File: config.mk
export PLATFORM = sky130hd
export DESIGN_NAME = ps2_keyboard_rx
export DESIGN_NICKNAME = d
export VERILOG_FILES = /design/src/rtl/ps2_keyboard_rx.sv
export SDC_FILE = /design/constraint.sdc
export NUM_CORES = 1
export LEC_CHECK = 0
export CORE_ASPECT_RATIO = 2
export CORE_UTILIZATION = 52
export CTS_BUF_LIST = sky130_fd_sc_hd__clkbuf_4
export DETAILED_ROUTE_END_ITERATION = 8
export PLACE_DENSITY = 0.82
export SLEW_MARGIN = 20
export SYNTH_ARGS = -nofsm -noshare
export SYNTH_HDL_FRONTEND = slang
export SYNTH_SLANG_ARGS = --single-unit
File: constraint.sdc
create_clock -name i_clk -period 5.7 [get_ports i_clk]
set_input_delay 1.425 -clock i_clk [delete_from_list [all_inputs] [get_ports i_clk]]
set_output_delay 1.425 -clock i_clk [all_outputs]
set_load 0.01 [all_outputs]
File: src/rtl/ps2_keyboard_rx.sv
// PS/2 keyboard receiver: synchronizes the pad clock/data, deframes 11-bit
// frames and folds E0/F0 prefixes into one decoded key event.
module ps2_keyboard_rx #(
  parameter int TIMEOUT_CYCLES = 50000
) (
  input  logic       i_clk,
  input  logic       i_rst_n,
  input  logic       i_ps2_clk,
  input  logic       i_ps2_data,
  output logic       o_valid,
  output logic [7:0] o_scancode,
  output logic       o_extended,
  output logic       o_break,
  output logic       o_frame_err,
  output logic       o_busy
);

  localparam int CW = (TIMEOUT_CYCLES > 1) ? $clog2(TIMEOUT_CYCLES) : 1;
  localparam logic [CW-1:0] TO_MAX = CW'(TIMEOUT_CYCLES - 1);

  typedef enum logic [1:0] {
    IDLE   = 2'd0,
    DATA   = 2'd1,
    PARITY = 2'd2,
    STOP   = 2'd3
  } state_t;

  // Odd parity: data bits plus parity bit must contain an odd number of ones.
  function automatic logic odd_parity_ok(input logic [7:0] data, input logic par);
    return ^{data, par};
  endfunction

  state_t      state_q, state_d;
  logic        clk_s1_q, clk_s2_q, clk_s3_q;
  logic        dat_s1_q, dat_s2_q;
  logic [2:0]  bit_cnt_q, bit_cnt_d;
  logic [7:0]  shift_q, shift_d;
  logic        parity_q, parity_d;
  logic [CW-1:0] to_cnt_q, to_cnt_d;
  logic        ext_q, ext_d;
  logic        brk_q, brk_d;
  logic        valid_q, valid_d;
  logic [7:0]  scancode_q, scancode_d;
  logic        out_ext_q, out_ext_d;
  logic        out_brk_q, out_brk_d;
  logic        frame_err_q, frame_err_d;
  logic        fall_s;
  logic        data_s;

  assign fall_s = clk_s3_q & ~clk_s2_q;
  assign data_s = dat_s2_q;

  // Next-state, deframing, prefix tracking and timeout.
  always_comb begin
    state_d     = state_q;
    bit_cnt_d   = bit_cnt_q;
    shift_d     = shift_q;
    parity_d    = parity_q;
    to_cnt_d    = to_cnt_q;
    ext_d       = ext_q;
    brk_d       = brk_q;
    valid_d     = 1'b0;
    scancode_d  = scancode_q;
    out_ext_d   = out_ext_q;
    out_brk_d   = out_brk_q;
    frame_err_d = 1'b0;
    // An edge outranks a timeout expiring in the same cycle.
    if (fall_s) begin
      to_cnt_d = '0;
      case (state_q)
        IDLE: begin
          if (!data_s) begin
            state_d   = DATA;
            bit_cnt_d = 3'd0;
          end else begin
            state_d = IDLE;
          end
        end
        DATA: begin
          shift_d   = {data_s, shift_q[7:1]};
          bit_cnt_d = bit_cnt_q + 3'd1;
          if (bit_cnt_q == 3'd7) begin
            state_d = PARITY;
          end else begin
            state_d = DATA;
          end
        end
        PARITY: begin
          parity_d = data_s;
          state_d  = STOP;
        end
        STOP: begin
          state_d = IDLE;
          if (data_s && odd_parity_ok(shift_q, parity_q)) begin
            if (shift_q == 8'hE0) begin
              ext_d = 1'b1;
            end else if (shift_q == 8'hF0) begin
              brk_d = 1'b1;
            end else begin
              valid_d    = 1'b1;
              scancode_d = shift_q;
              out_ext_d  = ext_q;
              out_brk_d  = brk_q;
              ext_d      = 1'b0;
              brk_d      = 1'b0;
            end
          end else begin
            frame_err_d = 1'b1;
            ext_d       = 1'b0;
            brk_d       = 1'b0;
          end
        end
        default: state_d = IDLE;
      endcase
    end else if (state_q != IDLE) begin
      if (to_cnt_q == TO_MAX) begin
        state_d = IDLE;
        ext_d   = 1'b0;
        brk_d   = 1'b0;
      end else begin
        to_cnt_d = to_cnt_q + CW'(1);
      end
    end else begin
      to_cnt_d = '0;
    end
  end

  // Synchronizers, FSM state and registered outputs.
  always_ff @(posedge i_clk or negedge i_rst_n) begin
    if (!i_rst_n) begin
      clk_s1_q    <= 1'b1;
      clk_s2_q    <= 1'b1;
      clk_s3_q    <= 1'b1;
      dat_s1_q    <= 1'b1;
      dat_s2_q    <= 1'b1;
      state_q     <= IDLE;
      bit_cnt_q   <= 3'd0;
      shift_q     <= 8'h00;
      parity_q    <= 1'b0;
      to_cnt_q    <= '0;
      ext_q       <= 1'b0;
      brk_q       <= 1'b0;
      valid_q     <= 1'b0;
      scancode_q  <= 8'h00;
      out_ext_q   <= 1'b0;
      out_brk_q   <= 1'b0;
      frame_err_q <= 1'b0;
    end else begin
      clk_s1_q    <= i_ps2_clk;
      clk_s2_q    <= clk_s1_q;
      clk_s3_q    <= clk_s2_q;
      dat_s1_q    <= i_ps2_data;
      dat_s2_q    <= dat_s1_q;
      state_q     <= state_d;
      bit_cnt_q   <= bit_cnt_d;
      shift_q     <= shift_d;
      parity_q    <= parity_d;
      to_cnt_q    <= to_cnt_d;
      ext_q       <= ext_d;
      brk_q       <= brk_d;
      valid_q     <= valid_d;
      scancode_q  <= scancode_d;
      out_ext_q   <= out_ext_d;
      out_brk_q   <= out_brk_d;
      frame_err_q <= frame_err_d;
    end
  end

  assign o_valid     = valid_q;
  assign o_scancode  = scancode_q;
  assign o_extended  = out_ext_q;
  assign o_break     = out_brk_q;
  assign o_frame_err = frame_err_q;
  assign o_busy      = (state_q != IDLE);

endmodule
; Word-level counts from Yosys, hierarchy flattened
; Cells that the tools add are included.
[totals]
register_bits = 49
in_bits = 4
output_inout_bits = 13
word_cells = 80
[op_classes]
add_sub_neg = 2
eq_ne = 12
muxes = 31
bitwise_logic = 4
reduce_logical = 14
[op_table]
columns = op, count
row1 = $mux W16, 3
row2 = $mux W1, 21
row3 = $add A16 B1 Y16 const B, 1
row4 = $eq A16 B16 Y1 const B, 1
row5 = $eq A8 B8 Y1 const B, 2
row6 = $reduce_xor A9 Y1, 1
row7 = $mux W2, 4
row8 = $pmux W2 S4, 1
row9 = $reduce_and A4 Y1, 2
row10 = $reduce_bool A2 Y1, 4
row11 = $ne A3 B3 Y1 const B, 2
row12 = $pmux W3 S2, 1
row13 = $reduce_and A2 Y1, 3
row14 = $reduce_and A5 Y1, 1
row15 = $eq A2 B2 Y1 const B, 2
row16 = $ne A4 B4 Y1 const B, 1
row17 = $add A3 B1 Y3 const B, 1
row18 = $eq A3 B3 Y1 const B, 1
row19 = $mux W3, 1
row20 = $not A1 Y1, 3
row21 = $reduce_and A3 Y1, 1
row22 = $eq A2 B1 Y1 const B, 1
row23 = $logic_not A2 Y1, 1
row24 = $ne A2 B1 Y1 const B, 1
row25 = other kinds (3), 3

; Depth between registers and ports, before layout
; Gate-level depths: netlist of run 1.
[logic_depth]
depth_word = 6
ltp_mapped = 8

; Least setup slack after synthesis of run 1
; OpenSTA, ideal clock, no wires.
[synth_timing]
path_type = register -> output
startpoint = register state_q[0]
endpoint = output o_busy
t_arrival_ps = 732
slack_ps = 3543
path_stages_with_launch = 2
n_path_buf = 0
path_cell_list = dfrtp_1 or2_2
[synth_between]
elab_chain_len = 1
[synth_rtl]
columns = item, line
row1 = from (decl), 33  ; state_t state_q, state_d;
row2 = from (signal assigned), 154  ; state_q <= state_d;
row3 = $reduce_bool A2 Y1, 174  ; assign o_busy = (state_q != IDLE);
row4 = to (decl), 15  ; output logic o_busy
; No other way between the ends.

; Worst setup path in the final report of run 1
; Same ends and word-level chain as after synthesis.

==> impl_metrics.env, run 1 <==
export IMPL_netlist_instances=179
export IMPL_critical_path_class="flop to output pin"
export IMPL_critical_path_max_fanout=7
export IMPL_synth_top_family_by_area="simple AND/OR/NAND/NOR gates"
export IMPL_detail_route_antenna_nets=0
export IMPL_cp_num_buf_inv=1
export IMPL_final_min_period_over_clock_period_pct=53.2
export IMPL_grt_first_pass_wirelength_mm=6.20
export IMPL_grt_start_max_net_pins=50
export IMPL_synthMuxAreaShare_pct=9.92
export IMPL_power_share_switching_pct=29.2
export IMPL_grt_ovfl_total=0
export IMPL_timing_critical_path_max_delay_family="buffers and inverters"
export IMPL_worst_pin_slew_ps=598
export IMPL_clock_tree_from_tritoncts="done"
export IMPL_grt_busiest_layer="met2"
export IMPL_synth_xor_area_share_pct=8.66
export IMPL_switchingPower_uw=222
export IMPL_cp_depth=2
export IMPL_worstSetupStartpoint="state_q[0]$_DFFE_PN0P_"
export IMPL_non_filler_instance_count_after_layout=251
export IMPL_detailedRoute_firstPassIterationCount=4
export IMPL_ys_async_sr_fraction_pct=100
export IMPL_worst_skew_pair_late_latency_ps=350
export IMPL_cpMaxStageDelayCell="sky130_fd_sc_hd__clkdlybuf4s50_1"
export IMPL_start_kind="flop"
export IMPL_min_path_type="flop to flop"
export IMPL_count_of_final_hold_check_violations=0
export IMPL_r2r_start="shift_q[2]$_DFFE_PN0P_"
export IMPL_vdd_ir_drop_worst_mv=0.244
export IMPL_setup_reg_to_reg_worst_slack_ps=3530
export IMPL_clk_transition_reported_paths_ps=130
export IMPL_cts_root_buf="sky130_fd_sc_hd__clkbuf_4"
export IMPL_fp_coreArea_mm2=0.00405
export IMPL_rows=33
export IMPL_drt_wirelength_per_cell_um=14.6
export IMPL_area_growth_pct=11.5
export IMPL_use_met3_pct=4.05
export IMPL_mean_syn_cell_area_um2=12.2
export IMPL_clock_tree_buffer_depth=2
export IMPL_global_route_total_usage_across_every_layer_pct=19.7
export IMPL_met2_grt_util_pct=32.3
export IMPL_p_int_uw=538
export IMPL_groute_layer_met1_usage_pct=22.6
export IMPL_synth_warnings=0
export IMPL_grt_antenna_before_repair=1
export IMPL_reg2reg_depth=5
export IMPL_synth_fp_nets=186
export IMPL_placedCellCount=242
export IMPL_cp_arrival_ps=1610
export IMPL_port_buffers=16
export IMPL_cts_buffers_inserted=5
export IMPL_post_synth_num_cell_types=37
export IMPL_dp_final_hpwl_mm=2.68
export IMPL_number_of_clock_sinks=49
export IMPL_max_cap_viols=0
export IMPL_max_freq_ghz=0.330
export IMPL_timing_critical_path_slowest_cell_delay_ps=480
export IMPL_post_synth_and_or_nand_nor_area_fraction_pct=15.3
export IMPL_synth_compound_area_share_pct=5.50
export IMPL_starting_density_pct=53.9
export IMPL_power_share_combinational_pct=24.1
export IMPL_fin_nets=204
export IMPL_avgViaCountPerCell=5.44
export IMPL_post_synth_edffs=0
export IMPL_postSynth_topFlopCell="sky130_fd_sc_hd__dfrtp_1"
export IMPL_cts_hold_buffers=0
export IMPL_ys_seq_elements=49
export IMPL_slew_headroom_pct=60.2
export IMPL_routed_wl_mm=3.67
export IMPL_number_of_primary_i_o_pins=17
export IMPL_worstPathRequired_ps=4280
export IMPL_hold_ws_ps=364
export IMPL_layout_filler_cells=356
export IMPL_grt_setup_unrepaired="no"
export IMPL_critical_path_endpoint_type="output pin"
export IMPL_report_final_setup_viol=0
export IMPL_vias_in_the_first_global_route=1374
export IMPL_p_clk_share_pct=20.6
export IMPL_tns_ps=0
export IMPL_share_of_synthesized_cell_area_in_full_adder_half_adder_and_majority_cells_pct=1.72
export IMPL_drtIter0Drc=29
export IMPL_design_die_area_mm2=0.00448
export IMPL_finalMaxSlewViolations=0
export IMPL_outcome="complete, no violations"
export IMPL_cts_setup_buffers=0
export IMPL_final_layout_size_suffix_gt1_share_pct=17.2
export IMPL_horizontal_die_dimension_um=47.8
export IMPL_fin_total_pwr_uw=760
export IMPL_die_height_um=93.6
export IMPL_via_count=1366
export IMPL_timing_critical_path_cells="or2_2 > clkdlybuf4s50_1"
export IMPL_ys_seq_area_share_pct=56.5
export IMPL_post_route_drc_count=0
export IMPL_leakage_nw=1.16
export IMPL_timing_clock_skew_ps=9.20
export IMPL_worst_setup_path_endpoint="o_busy"
export IMPL_power_per_cell_area_mw_per_mm2=312
export IMPL_power_frac_seq_pct=55.3
export IMPL_htree_num_levels=2
export IMPL_min_period_ps=3030
export IMPL_syn_cell_area_mm2=0.00218
export IMPL_post_cts_resized_instances=0
export IMPL_rr_endpoint="o_break$_DFFE_PN0P_"
export IMPL_place_gp_congestion=0.744
-- routing by layer --
layer  vias to the layer above  part of all wire (%)
met3                         2                   1.8
li1                        659                     -
met2                        13                    57
met1                       692                    39
met5                         -                     0
met4                         0                   1.4
-- synthesized netlist by cell type, types with 2 or more instances --
master                     instances  area (µm²)
sky130_fd_sc_hd__nor3_1            2        10.0
sky130_fd_sc_hd__nand2_1          11        41.3
sky130_fd_sc_hd__dfstp_2           5         131
sky130_fd_sc_hd__inv_1             5        18.8
sky130_fd_sc_hd__nand3_1           4        20.0
sky130_fd_sc_hd__dfrtp_1          44        1100
sky130_fd_sc_hd__nand4_1           3        18.8
sky130_fd_sc_hd__ha_1              3        37.5
sky130_fd_sc_hd__o21ai_0           6        30.0
sky130_fd_sc_hd__a21oi_1           4        20.0
sky130_fd_sc_hd__mux2_2            9         101
sky130_fd_sc_hd__and3_1            7        43.8
sky130_fd_sc_hd__clkbuf_1          4        15.0
sky130_fd_sc_hd__or2_2             2        12.5
sky130_fd_sc_hd__or3_1             2        12.5
sky130_fd_sc_hd__and2_1            2        12.5
sky130_fd_sc_hd__nor2_1           21        78.8
sky130_fd_sc_hd__xor2_1           12         105
sky130_fd_sc_hd__a22o_1            3        26.3
sky130_fd_sc_hd__xnor2_1           7        61.3
sky130_fd_sc_hd__mux2_4            7         105
-- per-stage QoR --
step	worst slack [ps]	area [µm²]	util (%)
floorplan	3540	2180	-
global placement	3080	2370	58.5
detailed placement	3060	2370	58.5
CTS	2640	2430	60.0
global route	2590	2430	60.1
finish	2670	2430	60.1
-- state kept, by name (all words and copies together), names as in the netlist, 2 cells and up --
name	count
to_cnt_q	16
o_scancode	8
shift_q	8
bit_cnt_q	3
state_q	2
-- cells by family (layout without fill, tap and decap cells) --
group                    after synthesis  after routing
AND/OR/NAND/NOR                       62             62
flip-flops                            49             49
XOR/XNOR                              20             20
AO/OA/AOI/OAI                         18             18
multiplexers                          17             17
buffers and inverters                 10             29
adder cells (fa/ha/maj)                3              3
other                                  0              1
-- placed cells by master (no fill, tap or decap), drive strengths merged, types with 6 or more instances in the layout --
cell type,n
and3,7
clkbuf,6
clkdlybuf4s50,15
dfrtp,44
mux2,16
nand2,11
nor2,21
o21ai,6
xnor2,7
xor2,12
-- cell type report --
class	instances	area (µm²)	share of cell area, %
sequential	49	1230	50.7
multi-input combinational	120	896	36.8
timing repair buffer	16	158	6.48
tap	52	65.1	2.67
clock buffer	6	45.0	1.85
inverter	5	18.8	0.772
clock inverter	2	15.0	0.617
antenna	1	2.50	0.103
-- power by group through the flow --
stage	Combinational [mW]	Sequential [mW]	Clock, mW
floorplan	0.152	0.415	0
global placement	0.179	0.425	0
detailed placement	0.183	0.427	0
CTS	0.184	0.420	0.165
global route	0.201	0.427	0.178
finish	0.183	0.420	0.156
-- worst min-delay path by stage --
stage | start | cells after the start | slack [ps] | endpoint
after floorplan | clk_s1_q$_DFF_PN1_ | 0 | 350 | clk_s2_q$_DFF_PN1_
after global placement | dat_s1_q$_DFF_PN1_ | 0 | 350 | dat_s2_q$_DFF_PN1_
after detailed placement | clk_s1_q$_DFF_PN1_ | 0 | 350 | clk_s2_q$_DFF_PN1_
after CTS | clk_s1_q$_DFF_PN1_ | 0 | 370 | clk_s2_q$_DFF_PN1_
after global routing | clk_s1_q$_DFF_PN1_ | 0 | 370 | clk_s2_q$_DFF_PN1_
final | clk_s1_q$_DFF_PN1_ | 0 | 360 | clk_s2_q$_DFF_PN1_
-- worst register-to-register path: cells and delay by family (launching register included) --
family	cells	cell delay (ps)
XOR/XNOR	3	900
AND/OR/NAND/NOR	1	320
flip-flops	1	470
multiplexers	1	380
Power figures use the tool's default switching activity.
==> run 2, diff against run 1 <==
- clock period: 5.7 -> 2.9 ns (I/O delays scaled with it)
==> run 2 against run 1 <==
Global-route usage rose by 0.13 points. Routed wire length grew 4.1%. Largest power group unchanged. Highest routed layer unchanged. Critical endpoint unchanged. Sequential power increased by 95%.
==> impl_metrics.env, run 2 (same netlist as run 1, synthesis figures left out) <==
export IMPL_power_frac_seq_pct=55.0
export IMPL_die_height_um=93.6
export IMPL_cts_root_buf="sky130_fd_sc_hd__clkbuf_4"
export IMPL_p_int_mw=1.07
export IMPL_max_reg_flops=16
export IMPL_layout_commonest_cell="sky130_fd_sc_hd__dfrtp_1"
export IMPL_number_of_primary_i_o_pins=17
export IMPL_power_share_combinational_pct=24.1
export IMPL_setup_reg_to_reg_worst_slack_ps=840
export IMPL_count_of_final_hold_check_violations=0
export IMPL_fin_nets=207
export IMPL_fp_coreArea_mm2=0.00405
export IMPL_layout_filler_cells=361
export IMPL_number_of_clock_sinks=49
export IMPL_port_buffers=16
export IMPL_grt_ovfl_total=0
export IMPL_min_path_type="primary input to async pin"
export IMPL_report_final_setup_viol=0
export IMPL_horizontal_die_dimension_um=47.8
export IMPL_cp_arrival_ps=1630
export IMPL_min_period_ps=2360
export IMPL_post_route_cell_area_mm2=0.00245
export IMPL_vias_in_the_first_global_route=1369
export IMPL_clock_tree_buffer_depth=2
export IMPL_power_per_cell_area_mw_per_mm2=610
export IMPL_worst_skew_pair_late_latency_ps=370
export IMPL_routed_wl_mm=3.81
export IMPL_rows=33
export IMPL_p_clk_share_pct=20.9
export IMPL_post_route_drc_count=0
export IMPL_tns_ps=0
export IMPL_dp_final_hpwl_mm=2.85
export IMPL_max_freq_ghz=0.424
export IMPL_detail_route_antenna_nets=0
export IMPL_final_layout_size_suffix_gt1_share_pct=17.9
export IMPL_cts_buffers_inserted=5
export IMPL_non_filler_instance_count_after_layout=253
export IMPL_regArea_mm2=0.00123
export IMPL_switchingPower_uw=423
export IMPL_grt_first_pass_wirelength_mm=6.18
export IMPL_cts_hold_buffers=0
export IMPL_detailedRoute_firstPassIterationCount=4
export IMPL_max_cap_viols=0
export IMPL_final_min_period_over_clock_period_pct=81.3
export IMPL_outcome="complete, no violations"
export IMPL_global_route_total_usage_across_every_layer_pct=19.9
export IMPL_regMostFlops="to_cnt_q"
export IMPL_leakage_nw=1.18
export IMPL_drtIter0Drc=23
export IMPL_clock_tree_from_tritoncts="done"
export IMPL_critical_path_endpoint_type="output pin"
export IMPL_clk_transition_reported_paths_ps=140
export IMPL_layout_common_cells="sky130_fd_sc_hd__dfrtp_1 (44), sky130_fd_sc_hd__nor2_1 (21), sky130_fd_sc_hd__clkdlybuf4s50_1 (15)"
export IMPL_grt_setup_unrepaired="no"
export IMPL_via_count=1382
export IMPL_post_cts_resized_instances=0
export IMPL_htree_num_levels=2
export IMPL_dpl_cell_area_mm2=0.00239
export IMPL_placedCellCount=245
export IMPL_vdd_ir_drop_worst_mv=0.414
export IMPL_drt_wirelength_per_cell_um=15.1
export IMPL_area_growth_pct=12.1
export IMPL_antenna_cells=0
export IMPL_critical_path_class="flop to output pin"
export IMPL_design_die_area_mm2=0.00448
export IMPL_multi_input_area_um2=896
export IMPL_avgViaCountPerCell=5.46
export IMPL_cts_setup_buffers=0
export IMPL_place_gp_congestion=0.757
export IMPL_grt_start_max_net_pins=20
export IMPL_worstPathRequired_ps=2170
export IMPL_starting_density_pct=53.9
export IMPL_start_kind="flop"
export IMPL_worst_pin_slew_ps=498
export IMPL_critical_path_max_fanout=7
export IMPL_finalMaxSlewViolations=0
export IMPL_timing_clock_skew_ps=19.8
export IMPL_slew_headroom_pct=66.8
export IMPL_grt_antenna_before_repair=0
export IMPL_r2r_start="shift_q[2]$_DFFE_PN0P_"
export IMPL_worstSetupStartpoint="state_q[1]$_DFFE_PN0P_"
export IMPL_power_share_switching_pct=28.3
[run 2: changes by cell type in the layout (fill, tap and decap cells not counted), sizes merged]
cell / delta
clkinvlp: -2
diode: -1
clkbuf: +1
buf: +3
clkinv: +1
[run 2: per-stage QoR]
stage          util [%]  total power, mW  hold slack, ps  setup WS, ps
6_report           60.5             1.49             228           542
5_1_grt            60.5             1.58             233           484
4_1_cts            60.5             1.51             231           531
3_5_place_dp       59.1             1.20             347           846
3_3_place_gp       59.1             1.18             345           907
2_1_floorplan         -             1.11             345           989
[run 2: critical path, stage by stage, from the launching register on]
cell	delay, ps
sky130_fd_sc_hd__dfrtp_1	470
sky130_fd_sc_hd__or2_2	310
sky130_fd_sc_hd__clkdlybuf4s50_1	480
[run 2: power groups by stage]
stage          Combinational [mW]  Sequential [mW]  Clock, mW
6_report                    0.360            0.821      0.312
5_1_grt                     0.395            0.833      0.352
4_1_cts                     0.364            0.820      0.325
3_5_place_dp                0.363            0.834          0
3_3_place_gp                0.353            0.832          0
2_1_floorplan               0.298            0.815          0
[run 2: layout make-up]
| class | count | area share (%) |
|---|---|---|
| repair buffers | 19 | 7.26 |
| flip-flops and latches | 49 | 50.4 |
| well taps | 52 | 2.66 |
| inverters | 5 | 0.767 |
| clock inverters | 1 | 0.153 |
| multi-input cells | 120 | 36.6 |
| clock buffers | 7 | 2.15 |
[run 2: routing by layer]
| metal | wire length [µm] | part of all wire [%] | vias up | GRT usage, % |
|---|---|---|---|---|
| li1 | - | - | 662 | - |
| met1 | 1460 | 38 | 698 | 21.2 |
| met2 | 2180 | 57 | 16 | 34.2 |
| met3 | 92 | 2.4 | 6 | 5.02 |
| met4 | 81 | 2.1 | 0 | 8.80 |
| met5 | 0 | 0 | - | 0 |
[run 2: final timing paths]
check,endpoint,cells past startpoint
setup / recovery,o_busy,2
hold / removal,to_cnt_q[7]$_DFFE_PN0P_,1
min in group i_clk,clk_s3_q$_DFF_PN1_,0
hold reg to reg,clk_s3_q$_DFF_PN1_,0
max in group asynchronous,dat_s1_q$_DFF_PN1_,2
setup reg to reg,o_break$_DFFE_PN0P_,5
==> run 3, diff against run 2 <==
- clock period: 2.9 -> 2.2 ns (I/O delays scaled with it)
==> run 3 against run 2 <==
Global-route usage grew 0.58 points. Critical endpoint is now o_scancode[4]$_DFFE_PN0P_. Non-clock buffer count is the same. Final area grew 1.8%. Core utilization grew 1.1 points. Sequential share of layout area shrank 0.79 points. Count of clock-buffer cells in the layout grew 1. Combinational power grew 62%. Cell count grew 0.40%. Die area is the same. Setup slack lost 430 ps. Worst hold slack lost 110 ps. Largest cell class unchanged. First-iteration DRC count is the same.
==> impl_metrics.env, run 3 (same netlist as run 1, synthesis figures left out) <==
export IMPL_outcome="complete, no violations"
export IMPL_layout_core_utilization_pct=61.5
export IMPL_timing_clock_skew_ps=6.68
export IMPL_design_die_area_mm2=0.00448
export IMPL_rows=33
export IMPL_grt_setup_unrepaired="no"
export IMPL_port_buffers=16
export IMPL_hold_ws_ps=114
export IMPL_cts_setup_buffers=0
export IMPL_fin_nets=208
export IMPL_leakage_nw=1.22
export IMPL_drtIter0Drc=23
export IMPL_post_cts_resized_instances=0
export IMPL_place_gp_congestion=0.748
export IMPL_antenna_cells=0
export IMPL_finalMaxSlewViolations=0
export IMPL_clock_tree_buffer_depth=2
export IMPL_worst_skew_pair_late_latency_ps=360
export IMPL_routed_wl_mm=3.93
export IMPL_worst_pin_slew_ps=538
export IMPL_critical_path_endpoint_type="flop"
export IMPL_dp_final_hpwl_mm=2.84
export IMPL_reg2reg_depth=5
export IMPL_drt_wirelength_per_cell_um=15.5
export IMPL_power_per_cell_area_mw_per_mm2=841
export IMPL_regMostFlops="to_cnt_q"
export IMPL_non_filler_instance_count_after_layout=254
export IMPL_report_final_setup_viol=0
export IMPL_timing_critical_path_slowest_cell_delay_ps=470
export IMPL_start_kind="flop"
export IMPL_layout_common_cells="sky130_fd_sc_hd__dfrtp_1 (42), sky130_fd_sc_hd__nor2_1 (21), sky130_fd_sc_hd__clkdlybuf4s50_1 (14)"
export IMPL_via_count=1414
export IMPL_grt_ovfl_total=0
export IMPL_max_freq_ghz=0.478
export IMPL_timing_critical_path_max_delay_family="XOR/XNOR gates"
export IMPL_cp_num_buf_inv=0
export IMPL_max_cap_viols=0
export IMPL_grt_start_max_net_pins=31
export IMPL_htree_num_levels=2
export IMPL_slew_headroom_pct=64.1
export IMPL_cts_buffers_inserted=5
export IMPL_min_period_ps=2090
export IMPL_grt_first_pass_wirelength_mm=6.42
export IMPL_critical_path_max_fanout=5
export IMPL_grt_antenna_before_repair=0
export IMPL_cp_depth=5
export IMPL_cp_arrival_ps=2350
export IMPL_die_height_um=93.6
export IMPL_post_route_drc_count=0
export IMPL_critical_path_class="flop to flop"
export IMPL_global_route_total_usage_across_every_layer_pct=20.4
export IMPL_detailedRoute_firstPassIterationCount=4
export IMPL_fp_coreArea_mm2=0.00405
export IMPL_vias_in_the_first_global_route=1410
export IMPL_count_of_final_hold_check_violations=0
export IMPL_placedCellCount=245
export IMPL_detail_route_antenna_nets=0
export IMPL_clock_tree_from_tritoncts="done"
export IMPL_timing_critical_path_cells="xor2_1 > xnor3_1 > xnor2_2 > nand4b_2 > mux2_4"
export IMPL_worstPathRequired_ps=2460
export IMPL_number_of_clock_sinks=49
export IMPL_number_of_primary_i_o_pins=17
export IMPL_max_reg_flops=16
export IMPL_tns_ps=0
export IMPL_post_route_worst_setup_slack_ps=109
export IMPL_cts_root_buf="sky130_fd_sc_hd__clkbuf_4"
export IMPL_vdd_ir_drop_worst_mv=0.633
export IMPL_layout_commonest_cell="sky130_fd_sc_hd__dfrtp_1"
export IMPL_final_layout_size_suffix_gt1_share_pct=20.3
export IMPL_starting_density_pct=53.9
export IMPL_cpMaxStageDelayCell="sky130_fd_sc_hd__xnor3_1"
export IMPL_clk_transition_reported_paths_ps=130
export IMPL_cts_hold_buffers=0
export IMPL_area_growth_pct=14.1
export IMPL_pre_cts_worst_setup_slack_ps=102
export IMPL_horizontal_die_dimension_um=47.8
export IMPL_avgViaCountPerCell=5.57
export IMPL_min_path_type="primary input to async pin"
export IMPL_final_min_period_over_clock_period_pct=95.0
[run 3: layout make-up]
type | count | area, µm²
inverter | 5 | 18.8
sequential | 49 | 1230
fill | 342 | 1560
multi-input combinational | 121 | 918
clock buffer | 8 | 60.1
tap | 52 | 65.1
timing repair buffer | 19 | 193
[run 3: worst paths after layout]
path | from | to | slack, ps
setup reg to reg | shift_q[2]$_DFFE_PN0P_ | o_scancode[4]$_DFFE_PN0P_ | 110
max in group asynchronous | i_rst_n | o_extended$_DFFE_PN0P_ | 1580
hold / removal | i_rst_n | bit_cnt_q[2]$_DFFE_PN0P_ | 110
min in group i_clk | clk_s2_q$_DFF_PN1_ | clk_s3_q$_DFF_PN1_ | 370
hold reg to reg | clk_s2_q$_DFF_PN1_ | clk_s3_q$_DFF_PN1_ | 370
setup / recovery | shift_q[2]$_DFFE_PN0P_ | o_scancode[4]$_DFFE_PN0P_ | 110
[run 3: metrics by stage]
step / power (mW) / instance area (µm²)
finish: 2.09 / 2490
global placement: 1.57 / 2400
CTS: 2.02 / 2460
detailed placement: 1.59 / 2400
floorplan: 1.47 / 2180
global route: 2.21 / 2490
[run 3: report_power, final]
group / total (mW) / switching [mW] / leakage [nW] / internal, mW
Sequential: 1.08 / 0.0972 / 0.654 / 0.987
Clock: 0.426 / 0.262 / 0.0368 / 0.165
Combinational: 0.582 / 0.250 / 0.528 / 0.332
Total: 2.09 / 0.609 / 1.22 / 1.48
[run 3: per-layer routing]
| metal | share of wire, % | GRT usage, % |
|---|---|---|
| met1 | 40 | 23.8 |
| met2 | 56 | 33.4 |
| met3 | 2.3 | 5.98 |
| met4 | 1.9 | 8.10 |
| met5 | 0 | 0 |
[run 3: worst reg2reg max path, delay by kind of cell (launching register included)]
family                    cells  cell delay [ps]
xor gates and xnor gates      3              850
DFF                           1              460
muxes                         1              360
and+or+nand+nor               1              330
